--- config.mk ---
export PLATFORM = sky130hd
export DESIGN_NAME = ex_lsu
export DESIGN_NICKNAME = d
export VERILOG_FILES = /design/src/rtl/ex_lsu.sv
export SDC_FILE = /design/constraint.sdc
export NUM_CORES = 1
export LEC_CHECK = 0
export CAP_MARGIN = 5
export CORE_UTILIZATION = 40
export CTS_BUF_LIST = sky130_fd_sc_hd__clkbuf_8
export CTS_CLUSTER_DIAMETER = 50
export DETAILED_ROUTE_END_ITERATION = 6
export PLACE_DENSITY = 0.77
export SYNTH_ARGS = -nofsm -noshare
export SYNTH_HDL_FRONTEND = slang
export SYNTH_SLANG_ARGS = --single-unit
--- constraint.sdc ---
create_clock -name clk -period 7.9 [get_ports clk]
set_input_delay 1.58 -clock clk [delete_from_list [all_inputs] [get_ports clk]]
set_output_delay 1.58 -clock clk [all_outputs]
set_load 0.1 [all_outputs]
--- src/rtl/ex_lsu.sv ---
// ex_lsu: EX-stage load/store unit running a req/gnt/rvalid data-memory transaction.
// Define LSU_MISALIGN_TRAP_EN to trap misaligned H/W accesses instead of issuing them.
module ex_lsu #(
  parameter int unsigned GNT_TIMEOUT = 255
) (
  input  logic        clk,
  input  logic        rst,
  input  logic [31:0] op1_i,
  input  logic [31:0] op2_i,
  input  logic [31:0] mem_data_i,
  input  logic [2:0]  mem_size_i,
  input  logic        mem_we_i,
  input  logic        mem_re_i,
  input  logic [4:0]  rd_addr_i,
  input  logic        reg_wen_i,
  output logic        dm_req_o,
  output logic        dm_we_o,
  output logic [31:0] dm_addr_o,
  output logic [3:0]  dm_be_o,
  output logic [31:0] dm_wdata_o,
  input  logic        dm_gnt_i,
  input  logic        dm_rvalid_i,
  input  logic [31:0] dm_rdata_i,
  output logic        hold_flag_o,
  output logic        wb_valid_o,
  output logic [4:0]  wb_rd_o,
  output logic [31:0] wb_data_o,
  output logic        bus_err_o,
  output logic        misalign_o
);
  typedef enum logic [1:0] {IDLE, REQ, RESP, DONE} state_t;
`ifdef LSU_MISALIGN_TRAP_EN
  localparam bit TRAP = 1'b1;
`else
  localparam bit TRAP = 1'b0;
`endif
  state_t      state;
  logic [31:0] ea, cnt, cnt_nxt, wdata, ld_data;
  logic [3:0]  be;
  logic [2:0]  size;
  logic [1:0]  ea_lo;
  logic [4:0]  rd;
  logic [7:0]  lb;
  logic [15:0] lh;
  logic        is_b, is_h, start, mis, tmo, we, rd_wen;
  assign ea      = op1_i + op2_i;
  assign is_b    = mem_size_i[1:0] == 2'b00;
  assign is_h    = mem_size_i[1:0] == 2'b01;
  assign start   = mem_re_i | mem_we_i;
  assign mis     = TRAP && ((is_h && ea[0]) || (!is_b && !is_h && ea[1:0] != 2'b00));
  assign hold_flag_o = (state == IDLE) ? start : (state != DONE);
  assign cnt_nxt = cnt + 32'd1;
  assign tmo     = (GNT_TIMEOUT != 0) && (cnt_nxt == GNT_TIMEOUT);
  // Sizes 011 and 11x fall through to word handling.
  assign be      = is_b ? 4'b0001 << ea[1:0] : is_h ? (ea[1] ? 4'b1100 : 4'b0011) : 4'b1111;
  assign wdata   = is_b ? {4{mem_data_i[7:0]}} : is_h ? {2{mem_data_i[15:0]}} : mem_data_i;
  assign lb      = dm_rdata_i[{ea_lo, 3'b000} +: 8];
  assign lh      = dm_rdata_i[{ea_lo[1], 4'b0000} +: 16];
  assign ld_data = size[1:0] == 2'b00 ? {{24{lb[7] & ~size[2]}}, lb}
                 : size[1:0] == 2'b01 ? {{16{lh[15] & ~size[2]}}, lh}
                 : dm_rdata_i;
  always_ff @(posedge clk or negedge rst) begin
    if (!rst) begin
      state      <= IDLE;
      cnt        <= '0;
      dm_req_o   <= 1'b0;
      dm_we_o    <= 1'b0;
      dm_addr_o  <= '0;
      dm_be_o    <= '0;
      dm_wdata_o <= '0;
      wb_valid_o <= 1'b0;
      wb_rd_o    <= '0;
      wb_data_o  <= '0;
      bus_err_o  <= 1'b0;
      misalign_o <= 1'b0;
      we         <= 1'b0;
      rd         <= '0;
      rd_wen     <= 1'b0;
      size       <= '0;
      ea_lo      <= '0;
    end else begin
      wb_valid_o <= 1'b0;
      bus_err_o  <= 1'b0;
      misalign_o <= 1'b0;
      cnt        <= cnt_nxt;
      case (state)
        IDLE: if (start) begin
          dm_addr_o  <= {ea[31:2], 2'b00};
          dm_be_o    <= be;
          dm_wdata_o <= wdata;
          dm_we_o    <= mem_we_i;
          we         <= mem_we_i;
          rd         <= rd_addr_i;
          rd_wen     <= reg_wen_i;
          size       <= mem_size_i;
          ea_lo      <= ea[1:0];
          cnt        <= '0;
          dm_req_o   <= !mis;
          misalign_o <= mis;
          state      <= mis ? DONE : REQ;
        end
        REQ: if (dm_gnt_i || tmo) begin
          dm_req_o  <= 1'b0;
          cnt       <= '0;
          bus_err_o <= !dm_gnt_i;
          state     <= (dm_gnt_i && !we) ? RESP : DONE;
        end
        RESP: if (dm_rvalid_i || tmo) begin
          wb_valid_o <= dm_rvalid_i && rd_wen;
          wb_rd_o    <= rd;
          wb_data_o  <= ld_data;
          bus_err_o  <= !dm_rvalid_i;
          state      <= DONE;
        end
        default: state <= IDLE;
      endcase
    end
  end
endmodule

# ---- Yosys cells after proc, flatten, opt, wreduce, memory -nomap -nowiden
# Cells that the tools add are included.
# W data, S select, Z words.
dict set report totals {
  input_bits 143
  ff_bits 152
  elab_cells 72
}
dict set report op_classes {
  n_bitwise 4
  n_mux 24
  n_eq_ne 9
  shifts 3
  reduce_logical 15
  add_sub_neg 2
}
# operator n
set ops {}
lappend ops {{$mux W32} 6}
lappend ops {{$pmux W32 S2} 1}
lappend ops {{$add A32 B1 Y32 const B} 1}
lappend ops {{$add A32 B32 Y32} 1}
lappend ops {{$eq A32 B8 Y1 const B} 1}
lappend ops {{$shiftx A32 B6 Y16} 1}
lappend ops {{$shiftx A32 B6 Y8} 1}
lappend ops {{$mux W4} 3}
lappend ops {{$mux W1} 8}
lappend ops {{$ne A2 B2 Y1 const B} 4}
lappend ops {{$eq A2 B1 Y1 const B} 3}
lappend ops {{$logic_not A2 Y1} 3}
lappend ops {{$mux W2} 3}
lappend ops {{$pmux W2 S3} 1}
lappend ops {{$reduce_and A3 Y1} 2}
lappend ops {{$pmux W1 S2} 2}
lappend ops {{$reduce_and A2 Y1} 2}
lappend ops {{$shl A1 B2 Y4 const A} 1}
lappend ops {{$logic_not A1 Y1} 3}
lappend ops {{$and A1 B1 Y1} 2}
lappend ops {{$eq A2 B2 Y1 const B} 1}
lappend ops {{$logic_and A1 B1 Y1} 2}
lappend ops {{$logic_or A1 B1 Y1} 2}
lappend ops {{$reduce_bool A2 Y1} 1}
lappend ops {{2 further kinds} 2}

# ---- Logic depth before layout (Yosys ltp)
# Gate-level depths: netlist (run 1).
dict set report depth {
  ltp_word 5
  depth_mapped 11
}

# ---- Worst setup path after synthesis (run 1)
# OpenSTA, ideal clock, no wires.
dict set report synth_path {
  kind {input to output}
  from {input mem_we_i}
  to {output hold_flag_o}
  setup_slack_ps 3207
  t_required_ps 6320
  path_stages 2
  arrival_time_ps 3113
  path_cell_list {nor3_1 > a21oi_1}
}
dict set report synth_between {
  elab_chain_cells 2
}
# item line_no
set synth_lines {}
lappend synth_lines {{start, declared} 12} ;# input logic mem_we_i,
lappend synth_lines {{$or A1 B1 Y1} 49} ;# assign start = mem_re_i | mem_we_i;
lappend synth_lines {{$mux W1} 51} ;# assign hold_flag_o = (state == IDLE) ? start : (state != DONE);
lappend synth_lines {{end, declared} 24} ;# output logic hold_flag_o,
# Every way passes these cells.

# ---- Worst setup path in the final report (run 1)
# Ends and elaborated chain as after synthesis.

==> impl_metrics.ini, run 1 <==
[clock_tree]
cts_hold_buf = 0
cts_setup_buffers = 0
h-tree-depth = 4
cts_resized = 0
clk_pin_slew_ns = 0.08
clk_latency_ns = 0.47
cts_tree = done
root_buffer = clkbuf_8
cts.sinks = 152
cts_buffers = 17
cts_buffer_depth = 2

[synth]
yosysSeqAreaShare_pct = 40.4
synthTopCellsByCount = nand2_1 (190), dfrtp_1 (152), o21ai_0 (82), nor2_1 (75), clkbuf_1 (45)
synth_flop_cell = dfrtp_1
synthMuxAreaShare_pct = 10.7
syn_inst = 1027
synth_edf_count = 0
synth_largest_area_cell = dfrtp_1
synth_top_family_by_area = simple AND/OR/NAND/NOR gates
syn_area_per_cell_um2 = 9.17
synthTopCellsByArea = dfrtp_1 (40%), nand2_1 (7.6%), ha_1 (5.2%)
synth_fa_ha_area_share_pct = 5.39
synth_warnings = 0
synth_area_um2 = 9420
ys_types = 68
synth_top_area_share_pct = 40.4
synth-simple-area-share_pct = 19.8
synth.ff_latch_count = 152
synth_xor_area_share_pct = 4.74
post-synth-top-count-cell = nand2_1
synth_compound_area_share_pct = 14.8
async_flop_share_pct = 100

[worst_hold_path]
hold_path.class = register to register

[setup_path]
end_kind = output pin
crit_type = input pin to output pin
worst_setup_path_start_kind = input pin
crit_required_ns = 6.32
crit_fanout = 4
cp_data_arrival_time_ns = 3.53

[floorplan]
io_pins = 254
fp.coreArea_um2 = 22800
dieArea_um2 = 24200
initial_core_util_pct = 41.2
fp.dieH_um = 155
die_w_um = 155
rows = 55

[global_route]
gr-total-overflow = 0
antenna_found_initial = 0
grt_start_max_net_pins = 79
grt_pass1_wl_um = 43500
grt_usage_pct = 22.7
grt_pass1_vias = 8413

[detailed_routing]
drtIter0Drc = 384
drt_wl_total_um = 26500
drtAntennaViolNets = 0
vias = 8441
drt_drc_violations_left = 0
via_per_inst = 5.37
firstDrtPassIters = 4
wire_per_inst_um = 16.9

[timing]
hold_slack_ns = 0.478
fmax_ghz = 0.196
final-hold-violation-count = 0
max-slew-margin-rel_pct = 26.0
worstMarginPinSlew_ns = 1.11
slew_violations = 0
skew_ns = 0.0244
rsz0062_at_grt = no
fin_crit_ns = 5.11
fin_crit_sh_pct = 64.7
setup_viol = 0
finalSetupTns_ns = 0

[cells_and_area]
drive_gt1_share_pct = 8.10
area_growth_pct = 32.8
finalInstanceArea_um2 = 12500
fill_cells = 2126
n_antenna_cell = 0
nets = 1429

[placed_design]
placed_cell_area_um2 = 12100
io_buffers = 250
place_hpwl_um = 19500
finalWeightedCongestion = 0.910

[power]
ir_drop_v = 0.000398
leakage_nw = 5.53
p_per_area_nw_per_um2 = 451

[flow_run]
cap_violations = 0

[status]
status = completed
-- critical path, stage by stage --
cell and delay [ns]:
clkdlybuf4s50_1 0.44, nor3_1 0.43, a21oi_1 0.09, clkdlybuf4s50_1 0.99
-- kinds of logic after synthesis --
| group | Yosys count |
|---|---|
| adder cells (fa/ha/maj) | 40 |
| AND/OR/NAND/NOR | 398 |
| XOR/XNOR | 51 |
| buffers and inverters | 89 |
| multiplexers | 76 |
| other | 1 |
| AO/OA/AOI/OAI | 220 |
| flip-flops | 152 |
-- registers in the layout, summed over array words and instances, names as in the netlist, 2 cells and up --
name,cells
rd,5
wb_rd_o,5
state,2
dm_addr_o,30
cnt,32
size,3
dm_wdata_o,32
ea_lo,2
dm_be_o,4
wb_data_o,32
-- path summary, 6_finish.rpt --
check / from / end / slack (ns) / cells past startpoint
setup / recovery: mem_we_i / hold_flag_o / 2.79 / 4
hold / removal: rd[3] / rd[3] / 0.48 / 2
setup reg to reg: cnt[3] / wb_data_o[9] / 4.19 / 9
hold reg to reg: rd[3] / rd[3] / 0.48 / 2
max in group asynchronous: rst / dm_wdata_o[14] / 5.27 / 2
min in group asynchronous: rst / cnt[21] / 1.15 / 1
-- layout make-up --
class | count | area [um^2] | area share (%)
clock buffer | 19 | 262 | 2.09
clock inverter | 13 | 134 | 1.07
inverter | 31 | 116 | 0.931
multi-input combinational | 788 | 5250 | 42.0
sequential | 152 | 3800 | 30.4
tap | 313 | 392 | 3.13
timing repair buffer | 256 | 2550 | 20.4
-- placed cells by master (no fill, tap or decap), drive strengths merged, types with 12 or more instances in the layout --
cell | synthesis | final
a21o | 12 | 12
nor2b | 13 | 13
ha | 39 | 39
clkbuf | 45 | 19
nand2 | 190 | 190
nor4 | 13 | 13
clkdlybuf4s50 | 0 | 249
a211oi | 13 | 13
inv | 31 | 39
a21oi | 40 | 40
mux2 | 41 | 41
nor2 | 75 | 75
xnor2 | 34 | 34
mux2i | 28 | 28
nand4 | 16 | 16
dfrtp | 152 | 152
xor2 | 17 | 17
o21ai | 83 | 83
nand3 | 21 | 21
nor3 | 23 | 23
-- report_power, final --
group / internal [mW] / switching, mW
combinational: 0.992 / 2.70
clock: 0.276 / 0.337
sequential: 1.08 / 0.245
total: 2.35 / 3.28
-- through the flow --
step                setup WS [ns]  total power, mW  utilization (%)  std cells
finish                       2.79             5.64             54.7       1572
global route                 2.67             5.93             54.7       1572
CTS                          2.82             5.67             54.7       1572
detailed placement           2.82             5.05             53.0       1540
global placement             2.85             5.00             53.0       1540
floorplan                    3.21             4.14                -       1029
-- routing by layer --
metal / global-route usage (%) / part of all wire, % / vias to the layer above
met1: 28.6 / 43 / 4057
met5: 0 / 0 / -
li1: - / - / 4065
met3: 7.35 / 8.2 / 27
met4: 5.51 / 1.3 / 0
met2: 37.5 / 48 / 292
No activity file was read; power rests on OpenSTA's default activity.
==> run 2: changes to the inputs <==
--- a/config.mk
+++ b/config.mk
@@ -10,7 +10,7 @@
 export CTS_BUF_LIST = sky130_fd_sc_hd__clkbuf_8
 export CTS_CLUSTER_DIAMETER = 50
 export DETAILED_ROUTE_END_ITERATION = 6
-export PLACE_DENSITY = 0.77
+export PLACE_DENSITY = 0.8
 export SYNTH_ARGS = -nofsm -noshare
 export SYNTH_HDL_FRONTEND = slang
 export SYNTH_SLANG_ARGS = --single-unit
==> constraint.sdc (replaced) <==
create_clock -name clk -period 4.3 [get_ports clk]
set_input_delay 0.86 -clock clk [delete_from_list [all_inputs] [get_ports clk]]
set_output_delay 0.86 -clock clk [all_outputs]
set_load 0.1 [all_outputs]
==> run 2 against run 1 <==
Compared with the run above:
- critical path depth grew 5
- register-to-register slack lost 3.6 ns
- highest routed layer unchanged
- setup slack lost 2.2 ns
- largest power group unchanged
==> impl_metrics.ini, run 2 (synthesized netlist as in run 1, its figures left out) <==
[detailed_routing]
vias = 8496
drtIter0Drc = 487
via_per_inst = 5.39
drt_drc_violations_left = 0
drt_wl_total_um = 26900
firstDrtPassIters = 5
drtAntennaViolNets = 0
wire_per_inst_um = 17.0

[setup_path]
worst_setup_path_start_kind = register
cp.depth = 9
endpoint = wb_data_o[24]
worst_path_largest_cell_delay_ns = 0.62
r2r_slack_ns = 0.60
r2r_cells = 9
crit_required_ns = 4.63
worstPathCellList = and4_1 -> nand4_1 -> nor4_1 -> mux2i_1 -> o2111ai_2 -> nor4_4 -> o21ai_4 -> buf_4 -> mux2_4
path_delay_family = simple AND/OR/NAND/NOR gates
cp_data_arrival_time_ns = 4.02
crit_type = register to register
r2r-start = cnt[3]
worst-path-buf-inv = 1
worst_path_max_delay_cell = nor4_1
end_kind = register
crit_fanout = 37
r2r-end = wb_data_o[24]
crit_start = cnt[3]

[placed_design]
place_hpwl_um = 20000
finalWeightedCongestion = 0.912
io_buffers = 250

[status]
status = completed

[worst_hold_path]
hold_path.class = input pin to async pin

[flow_run]
cap_violations = 0

[timing]
fmax_ghz = 0.271
fin_crit_sh_pct = 85.9
rsz0062_at_grt = no
skew_ns = 0.0204
fin_crit_ns = 3.70
setup_viol = 0
max-slew-margin-rel_pct = 25.6
worstMarginPinSlew_ns = 1.12
hold_slack_ns = 0.438
finalSetupTns_ns = 0
final-hold-violation-count = 0
slew_violations = 0

[floorplan]
fp.coreArea_um2 = 22800
die_w_um = 155
dieArea_um2 = 24200
io_pins = 254
rows = 55
fp.dieH_um = 155
initial_core_util_pct = 41.2

[cells_and_area]
area_growth_pct = 33.2
layout_common_cells = clkdlybuf4s50_1 (248), nand2_1 (189), dfrtp_1 (152)
drive_gt1_share_pct = 8.47
final_common_cell = clkdlybuf4s50_1
top_regs = cnt (32), dm_wdata_o (32), wb_data_o (32)
fill_cells = 2078
nets = 1434
n_antenna_cell = 0

[clock_tree]
cts_buffer_depth = 2
clk_pin_slew_ns = 0.09
root_buffer = clkbuf_8
cts_buffers = 17
h-tree-depth = 4
cts_tree = done
cts_setup_buffers = 0
cts_resized = 0
cts.sinks = 152
clk_latency_ns = 0.46
cts_hold_buf = 0

[global_route]
antenna_found_initial = 0
grt_usage_pct = 22.5
grt_start_max_net_pins = 79
gr-total-overflow = 0
grt_pass1_wl_um = 43400
grt_pass1_vias = 8522

[power]
ir_drop_v = 0.000664
total_power_mw = 10.4
p_per_area_nw_per_um2 = 825
leakage_nw = 5.55
## run 2: metrics by stage
step	area (um^2)	util (%)	worst slack [ns]	cells
CTS	12500	54.9	0.644	1577
finish	12500	54.9	0.605	1577
floorplan	9430	-	1.05	1029
detailed placement	12200	53.3	0.476	1545
global placement	12200	53.3	0.493	1545
global route	12500	54.9	0.363	1577
## run 2: metal layers
metal  global-route usage [%]  vias up  routed length, um
met5                        0        -                  0
met4                     5.56        0                328
met3                     5.91       29               2020
met2                     37.2      315              12700
met1                     29.4     4084              11800
li1                         -     4068                  -
## run 2: worst min-delay path by stage
| stage | startpoint | to | slack (ns) | depth (start not counted) |
|---|---|---|---|---|
| 2_1_floorplan | rd_wen | rd_wen | 0.44 | 2 |
| 3_5_place_dp | dm_be_o[1] | dm_be_o[1] | 0.46 | 2 |
| 3_3_place_gp | dm_be_o[3] | dm_be_o[3] | 0.45 | 2 |
| 6_report | rst | cnt[29] | 0.44 | 1 |
| 5_1_grt | rst | cnt[29] | 0.48 | 1 |
| 4_1_cts | rst | wb_rd_o[4] | 0.44 | 1 |
## run 2: area by class of cell
class,count,area (um^2),area share [%]
repair buffers,261,2610,20.8
inverters,31,116,0.928
clock inverters,14,125,0.998
clock buffers,18,248,1.98
flip-flops and latches,152,3800,30.3
well taps,313,392,3.12
multi-input cells,788,5250,41.8
## run 2: worst register-to-register path, stage by stage (launching register included)
cell and delay [ns]:
dfrtp_1 0.47, and4_1 0.46, nand4_1 0.24, nor4_1 0.62, mux2i_1 0.38, o2111ai_2 0.21
nor4_4 0.38, o21ai_4 0.06, buf_4 0.33, mux2_4 0.42
## run 2: power by group
| part | internal [mW] | switching, mW | total, mW |
|---|---|---|---|
| clock network | 0.476 | 0.584 | 1.06 |
| logic | 1.85 | 5.00 | 6.85 |
| registers | 1.99 | 0.444 | 2.44 |
| total | 4.32 | 6.03 | 10.4 |
==> run 3: changes to the inputs <==
--- a/config.mk
+++ b/config.mk
@@ -6,11 +6,13 @@
 export NUM_CORES = 1
 export LEC_CHECK = 0
 export CAP_MARGIN = 5
-export CORE_UTILIZATION = 40
+export CELL_PAD_IN_SITES_DETAIL_PLACEMENT = 1
+export CELL_PAD_IN_SITES_GLOBAL_PLACEMENT = 2
+export CORE_UTILIZATION = 27
 export CTS_BUF_LIST = sky130_fd_sc_hd__clkbuf_8
 export CTS_CLUSTER_DIAMETER = 50
 export DETAILED_ROUTE_END_ITERATION = 6
-export PLACE_DENSITY = 0.8
+export PLACE_DENSITY = 0.88
 export SYNTH_ARGS = -nofsm -noshare
 export SYNTH_HDL_FRONTEND = slang
 export SYNTH_SLANG_ARGS = --single-unit
==> run 3 against run 2 <==
Compared with the run above:
- maximum frequency fell by 2.0%
- first-iteration DRC count is 47% lower
- setup slack lost 0.075 ns
- clock skew grew 0.0044 ns
- utilization shrank 18 points
- sequential power is essentially flat
- critical path type unchanged
==> impl_metrics.ini, run 3 (synthesized netlist as in run 1, its figures left out) <==
[power]
leakage_nw = 5.60
total_power_mw = 10.6
seqPwrFrac_pct = 23.2
ir_drop_v = 0.000579
p_sw_mw = 6.18
p_per_area_nw_per_um2 = 832
internal-power_mw = 4.46
power_frac_clock_pct = 11.4
p_sw_share_pct = 58.1
combPwrFrac_pct = 65.4

[cells_and_area]
top_regs = cnt (32), dm_wdata_o (32), wb_data_o (32)
n_antenna_cell = 0
finalInstanceArea_um2 = 12800
nets = 1438
area_growth_pct = 35.8
layout_common_cells = clkdlybuf4s50_1 (247), nand2_1 (189), dfrtp_1 (152)
finalNonFillerCells = 1723
final_common_cell = clkdlybuf4s50_1
fill_cells = 3981
drive_gt1_share_pct = 8.83

[clock_tree]
cts_tree = done
root_buffer = clkbuf_8
cts_setup_buffers = 0
cts.sinks = 152
cts_resized = 0
cts_hold_buf = 0
cts_buffer_depth = 2
cts_buffers = 17
clk_latency_ns = 0.48
h-tree-depth = 4
clk_pin_slew_ns = 0.09

[timing]
slew_violations = 0
worstMarginPinSlew_ns = 1.13
fin_crit_ns = 3.77
rsz0062_at_grt = no
fmax_ghz = 0.265
finalSetupTns_ns = 0
final-hold-violation-count = 0
fin_crit_sh_pct = 87.7
max-slew-margin-rel_pct = 24.7
hold_slack_ns = 0.424
skew_ns = 0.0248
setup_viol = 0

[detailed_routing]
vias = 8520
via_per_inst = 4.94
firstDrtPassIters = 4
wire_per_inst_um = 19.0
drtIter0Drc = 259
drtAntennaViolNets = 0
drt_drc_violations_left = 0
drt_wl_total_um = 32800

[flow_run]
cap_violations = 0

[global_route]
gr-total-overflow = 0
grt_start_max_net_pins = 71
grt_usage_pct = 18.8
grt_pass1_wl_um = 51400
antenna_found_initial = 3
grt_pass1_vias = 9083

[placed_design]
dp_cells = 1691
placed_cell_area_um2 = 12400
io_buffers = 250
place_hpwl_um = 25500
finalWeightedCongestion = 0.867

[status]
status = completed

[floorplan]
initial_core_util_pct = 27.3
die_w_um = 189
fp.dieH_um = 189
io_pins = 254
fp.coreArea_um2 = 34500
dieArea_um2 = 35600
rows = 68

[setup_path]
worst_setup_path_start_kind = register
r2r_slack_ns = 0.53
end_kind = register
crit_required_ns = 4.66
crit_type = register to register
cp_data_arrival_time_ns = 4.13
crit_fanout = 20

[worst_hold_path]
hold_path.class = input pin to async pin
==> run 3: changes by cell type in the layout (fill, tap and decap cells not counted), sizes merged <==
cell and change:
clkinvlp -1, clkinv -2, clkdlybuf4s50 -1, buf +5, bufinv +2, inv +1
==> run 3: final timing paths <==
check | startpoint | to | cells after the start
hold / removal | rst | dm_wdata_o[23] | 1
setup / recovery | cnt[2] | wb_data_o[13] | 9
min in group clk | rd[3] | rd[3] | 2
max in group asynchronous | rst | dm_addr_o[4] | 2
hold reg to reg | rd[3] | rd[3] | 2
setup reg to reg | cnt[2] | wb_data_o[13] | 9
==> run 3: power by group through the flow <==
stage	registers, mW	logic (mW)	clock network [mW]
2_1_floorplan	5.72	1.89	0
3_3_place_gp	2.48	6.92	0
3_5_place_dp	2.49	7.01	0
4_1_cts	2.48	7.02	1.27
5_1_grt	2.55	7.32	1.31
6_report	2.47	6.96	1.22
==> run 3: layout make-up <==
type | instances | area, um^2 | share of cell area, %
clock buffers | 18 | 248 | 1.94
clock inverters | 14 | 171 | 1.34
inverters | 31 | 116 | 0.910
multi-input cells | 788 | 5250 | 41.0
flip-flops and latches | 152 | 3800 | 29.7
well taps | 455 | 569 | 4.45
repair buffers | 265 | 2630 | 20.6
==> run 3: routing by layer <==
layer	vias to the layer above	global-route usage, %	share of wire (%)
met5	-	0	0.12
met4	6	4.59	1.2
met3	27	5.74	6.8
met2	243	31.2	47
met1	4168	23.5	45
li1	4076	-	-
==> run 3: per-stage QoR <==
step	util (%)	setup slack, ns
final	37.1	0.530
after global routing	37.1	0.351
after CTS	37.1	0.535
after detailed placement	35.9	0.466
after global placement	35.9	0.525
after floorplan	-	1.05
==> run 3: critical path: stages, from the launching register on <==
cell	delay, ns
dfrtp_1	0.48
and4_1	0.46
nand4_1	0.23
nor4_1	0.56
mux2i_1	0.35
o2111ai_2	0.22
nor4_4	0.43
o21ai_4	0.31
buf_12	0.28
mux2_4	0.31
